File: src/rtl/shifter_seq.sv
// shifter_seq: iterative multi-bit shifter, one bit position per clock.
// Accepts an operand, shift amount and mode under a start/done handshake and
// supports LSL, LSR, ASR and ROR. The result register holds its value until
// the next operation completes or reset.
//
// Build option: define SHIFTER_SEQ_FLAGS_EN to add the cout/zflag outputs,
// which are updated together with sout.
//
//   state   | meaning
//   --------+----------------------------------------------------------
//   S_IDLE  | waiting for start; operands captured on start
//   S_SHIFT | shifting one bit per clock until the counter reaches zero
//   S_DONE  | one-cycle done pulse, sout valid; start ignored
module shifter_seq #(
  parameter int WIDTH = 16,
  parameter int AW    = 4
) (
  input  logic             clk,
  input  logic             reset_n,
  input  logic             start,
  input  logic [WIDTH-1:0] in,
  input  logic [AW-1:0]    amt,
  input  logic [1:0]       mode,
  output logic             busy,
  output logic             done,
  output logic [WIDTH-1:0] sout
`ifdef SHIFTER_SEQ_FLAGS_EN
  ,
  output logic             cout,
  output logic             zflag
`endif
);

  typedef enum logic [1:0] {
    S_IDLE  = 2'd0,
    S_SHIFT = 2'd1,
    S_DONE  = 2'd2
  } state_t;

  localparam logic [1:0] MODE_LSL = 2'b00;
  localparam logic [1:0] MODE_LSR = 2'b01;
  localparam logic [1:0] MODE_ASR = 2'b10;
  localparam logic [1:0] MODE_ROR = 2'b11;

  state_t           state_q, state_d;
  logic [WIDTH-1:0] data_q,  data_d;
  logic [AW-1:0]    cnt_q,   cnt_d;
  logic [1:0]       mode_q,  mode_d;
  logic [WIDTH-1:0] sout_q,  sout_d;

  logic [WIDTH-1:0] data_shifted;
  logic             bit_out;

`ifdef SHIFTER_SEQ_FLAGS_EN
  // cry_q tracks the most recent bit pushed out; it is cleared on capture so
  // a zero-length shift reports cout=0.
  logic cry_q,   cry_d;
  logic cout_q,  cout_d;
  logic zflag_q, zflag_d;
`endif

  // Single-bit shift of the working data according to the captured mode.
  always_comb begin
    data_shifted = data_q;
    bit_out      = 1'b0;
    case (mode_q)
      MODE_LSL: begin
        data_shifted = {data_q[WIDTH-2:0], 1'b0};
        bit_out      = data_q[WIDTH-1];
      end
      MODE_LSR: begin
        data_shifted = {1'b0, data_q[WIDTH-1:1]};
        bit_out      = data_q[0];
      end
      MODE_ASR: begin
        data_shifted = {data_q[WIDTH-1], data_q[WIDTH-1:1]};
        bit_out      = data_q[0];
      end
      MODE_ROR: begin
        data_shifted = {data_q[0], data_q[WIDTH-1:1]};
        bit_out      = data_q[0];
      end
      default: begin
        data_shifted = data_q;
        bit_out      = 1'b0;
      end
    endcase
  end

  // Next-state and datapath update for the handshake FSM.
  always_comb begin
    state_d = state_q;
    data_d  = data_q;
    cnt_d   = cnt_q;
    mode_d  = mode_q;
    sout_d  = sout_q;
`ifdef SHIFTER_SEQ_FLAGS_EN
    cry_d   = cry_q;
    cout_d  = cout_q;
    zflag_d = zflag_q;
`endif
    case (state_q)
      S_IDLE: begin
        if (start) begin
          data_d  = in;
          cnt_d   = amt;
          mode_d  = mode;
          state_d = S_SHIFT;
`ifdef SHIFTER_SEQ_FLAGS_EN
          cry_d   = 1'b0;
`endif
        end
      end
      S_SHIFT: begin
        if (cnt_q == '0) begin
          sout_d  = data_q;
          state_d = S_DONE;
`ifdef SHIFTER_SEQ_FLAGS_EN
          cout_d  = cry_q;
          zflag_d = (data_q == '0);
`endif
        end else begin
          data_d = data_shifted;
          cnt_d  = cnt_q - AW'(1);
`ifdef SHIFTER_SEQ_FLAGS_EN
          cry_d  = bit_out;
`endif
        end
      end
      S_DONE: begin
        state_d = S_IDLE;
      end
      default: begin
        state_d = S_IDLE;
      end
    endcase
  end

  // State and datapath registers with synchronous active-low reset.
  always_ff @(posedge clk) begin
    if (!reset_n) begin
      state_q <= S_IDLE;
      data_q  <= '0;
      cnt_q   <= '0;
      mode_q  <= MODE_LSL;
      sout_q  <= '0;
`ifdef SHIFTER_SEQ_FLAGS_EN
      cry_q   <= 1'b0;
      cout_q  <= 1'b0;
      zflag_q <= 1'b0;
`endif
    end else begin
      state_q <= state_d;
      data_q  <= data_d;
      cnt_q   <= cnt_d;
      mode_q  <= mode_d;
      sout_q  <= sout_d;
`ifdef SHIFTER_SEQ_FLAGS_EN
      cry_q   <= cry_d;
      cout_q  <= cout_d;
      zflag_q <= zflag_d;
`endif
    end
  end

  assign busy = (state_q == S_SHIFT);
  assign done = (state_q == S_DONE);
  assign sout = sout_q;

`ifdef SHIFTER_SEQ_FLAGS_EN
  assign cout  = cout_q;
  assign zflag = zflag_q;
`endif

endmodule

File: config.mk
export PLATFORM = sky130hd
export DESIGN_NAME = shifter_seq
export DESIGN_NICKNAME = d
export VERILOG_FILES = /design/src/rtl/shifter_seq.sv
export SDC_FILE = /design/constraint.sdc
export NUM_CORES = 1
export LEC_CHECK = 0
export BUFFER_PORTS_ARGS = -buffer_cell sky130_fd_sc_hd__buf_2
export CORE_ASPECT_RATIO = 1.4
export CORE_MARGIN = 2
export CORE_UTILIZATION = 30
export CTS_BUF_LIST = sky130_fd_sc_hd__clkbuf_8 sky130_fd_sc_hd__clkbuf_16
export CTS_CLUSTER_SIZE = 20
export DETAILED_ROUTE_END_ITERATION = 6
export PLACE_DENSITY_LB_ADDON = 0.15
export SLEW_MARGIN = 20
export SYNTH_ARGS = -nofsm -noshare
export SYNTH_HDL_FRONTEND = slang
export SYNTH_SLANG_ARGS = --single-unit
File: constraint.sdc
create_clock -name clk -period 4.3 [get_ports clk]
set_input_delay 0.43 -clock clk [delete_from_list [all_inputs] [get_ports clk]]
set_output_delay 0.43 -clock clk [all_outputs]
set_load 0.005 [all_outputs]
==> results by group <==
Outcome
  • Run status: completed

Finish
  • Reg area: 800.8 µm²
  • Fillcell total: 673
  • Final instance area: 0.002150 mm²
  • N_diodes: 0
  • Multi-input gate area: 962.2 µm²
  • Nets: 269
  • Share of cells above drive strength 1: 0.2263
  • Post-layout utilization of the core: 0.3615
  • Area Overhead vs Synth: 15.53%

Floorplanning
  • Total Die Area: 0.006857 mm²
  • Starting Density: 0.3129
  • Die height: 97.18 µm
  • Die Wd: 70.56 µm
  • Core area: 0.005946 mm²
  • # IOs: 43
  • Row count: 33

Clock tree
  • # hold bufs at CTS: 0
  • Count of cells resized by post-cts repair: 0
  • CTS tree: done
  • H-tree depth: 2
  • CTS Buffer Depth: 2
  • Worst-Skew Late Latency: 0.29 ns
  • Clock slew at reported path FFs: 0.07 ns
  • Num Clock Sinks: 40
  • Setup bufs post-CTS: 0
  • Num CTS Buffers: 5
  • Root Buffer Master: clkbuf_8

Synthesis
  • Synth Area in Compound Gates: 0.2428
  • Synth Area per Inst: 8.902 µm²
  • Synth Area in Adders: 0.006725
  • Yosys top cell by area: dfxtp_1
  • Prevailing post-synth register cell: dfxtp_1
  • Syn_nets: 235
  • Top-count cell post-synth: nand2_1
  • Count of cell types in the netlist: 36
  • Share of the synthesized area in the top cell type: 0.4304
  • Largest family of logic cells by synthesized area: compound AO/OA/AOI/OAI gates
  • Seq cells post-synth: 40
  • Syn. warnings: 0
  • Synth Area in XOR/XNOR: 0.004707
  • Post-synthesis sequential area ratio: 0.4304
  • Simple-gate share of the synthesized area: 0.1695
  • Area contributors post-synth: dfxtp_1 (43%), nand2_1 (10%), mux2i_1 (8.6%)
  • Synthesized cell area: 0.001861 mm²
  • Post-synth top cells: nand2_1 (52), dfxtp_1 (40), a21boi_0 (17), o21ai_0 (17), mux2i_1 (16)
  • Post-synth EDFFs: 0
  • Mux contribution to synthesized area: 0.09213
  • Post-synth ARST share: 0
  • Mapped Cells: 209

Worst setup path
  • CP Capture Point: data_q[13]$_SDFFE_PN0P_
  • Worst setup EP type: register
  • Flop-to-flop setup slack: 2.03 ns
  • CP required: 4.53 ns
  • Startpoint Class: register
  • Crit path kind: register to register
  • R2r startpoint: cnt_q[0]$_SDFFE_PN0P_
  • Arrival @ worst endpoint: 2.51 ns
  • Worst setup path start: cnt_q[0]$_SDFFE_PN0P_
  • Reg2reg end: data_q[13]$_SDFFE_PN0P_
  • Worst-path fanout max: 14
  • Reg2Reg Depth: 6

Pwr
  • Power Density: 419.6 mW/mm²
  • Worst vdd ir: 163.4 µV
  • LEAKAGE: 0.9741 nW
  • Overall Power: 0.9019 mW

Timing
  • Period utilization: 0.5282
  • Fmax: 0.4403 GHz
  • Relative slew margins: 0.2943
  • Final Slew Violations: 0
  • Hold Vio Cnt, Final: 0
  • RSZ-0062 raised after global routing: no
  • Clk_skew: 0.004550 ns
  • Setup_tns: 0 ns
  • Final setup viols: 0
  • Slew @ Worst Pin: 1.056 ns
  • Crit path time final: 2.271 ns

Place
  • Buffers on Ports: 42
  • Total cell area at the placement stage: 0.002069 mm²
  • HPWL Detailed: 3143 µm
  • Final GP Congestion: 0.7320

Drt
  • Drt wl/cell: 14.64 µm
  • Vias per inst: 4.847
  • DRT Pass-1 Iters: 4
  • Initial DRC Count: 85
  • Routed Wire Length: 4581 µm
  • Via count: 1517
  • # DRC: 0
  • Final antenna-violating net count: 0

GRT
  • Tot GR Track Use: 0.1374
  • First-pass GRT wire length: 7507 µm
  • Vias in the first global route: 1525
  • Total gr overflow: 0
  • Initial antenna violation count: 0
  • Largest net degree at the start of global routing: 35

Worst hold path
  • Worst Hold Launch: mode[0]
  • Hold/Removal Path Class: input port to register

Job
  • Maxcap violations: 0
-- cell type report --
class                           count  area share
Sequential cell                    40      0.3725
Clock buffer                        5     0.03201
Inverter                            3    0.005239
Multi-Input combinational cell    151      0.4476
Timing Repair Buffer               42     0.09779
Clock inverter                      2    0.004075
Tap cell                           70     0.04075
-- where the power goes --
part	internal [mW]	switching (mW)	leakage [nW]
logic	0.0940	0.118	0.602
registers	0.410	0.0416	0.327
clock network	0.108	0.130	0.0452
-- stage by stage --
step           worst slack (ns)  hold WS [ns]  std cells
2_1_floorplan             2.661        0.4487        209
3_3_place_gp              1.874        0.4497        306
3_5_place_dp              1.815        0.4537        306
4_1_cts                   1.781        0.3873        313
5_1_grt                   1.855        0.3949        313
6_report                  2.029        0.3983        313
-- worst min path at each step --
| stage | endpoint | slack, ns | cells past startpoint |
|---|---|---|---|
| 2_1_floorplan | data_q[15]$_SDFFE_PN0P_ | 0.45 | 2 |
| 3_3_place_gp | sout[8]$_SDFFE_PN0P_ | 0.45 | 2 |
| 3_5_place_dp | sout[12]$_SDFFE_PN0P_ | 0.45 | 2 |
| 4_1_cts | mode_q[0]$_SDFFE_PN0P_ | 0.39 | 3 |
| 5_1_grt | mode_q[0]$_SDFFE_PN0P_ | 0.39 | 3 |
| 6_report | mode_q[0]$_SDFFE_PN0P_ | 0.40 | 3 |
-- state kept, by name, summed over array words and instances, names as in the netlist --
| signal | flops |
|---|---|
| mode_q | 2 |
| state_q | 2 |
| cnt_q | 4 |
| sout | 16 |
| data_q | 16 |
-- cell usage in the layout, fill, tap and decap left out, types with 2 or more instances in the layout --
master and instances:
and3_1 2, buf_2 42, dfxtp_1 40, inv_1 3, o211a_1 2, mux2i_1 16, nor2_1 2, o211ai_1 2
nand2_1 52, and2_1 2, o21ai_0 17, nor2b_1 6, a21oi_1 2, a22o_1 14, clkbuf_8 5, a21boi_0 17
-- routing by layer --
metal  vias up  routed length [µm]  global-route usage
li1        792                   -                   -
met1       690                2076              0.1640
met2        29                2283              0.2402
met3         6                 152             0.02905
met4         0                  68             0.04790
met5         -                   0                   0
-- kinds of logic (layout without fill, tap and decap cells) --
group,after synthesis,after routing
AND/OR/NAND/NOR,70,70
AO/OA/AOI/OAI,62,62
flip-flops,40,40
buffers and inverters,18,52
multiplexers,17,17
adder cells (fa/ha/maj),1,1
XOR/XNOR,1,1
-- worst max-delay path, stage by stage, from the launching register on --
cell and delay (ns):
dfxtp_1 0.33, inv_1 0.08, ha_1 0.19, nor3b_4 0.30
a21oi_2 0.19, nor2b_1 0.85, a22o_1 0.27
No activity file was read; power rests on OpenSTA's default activity.
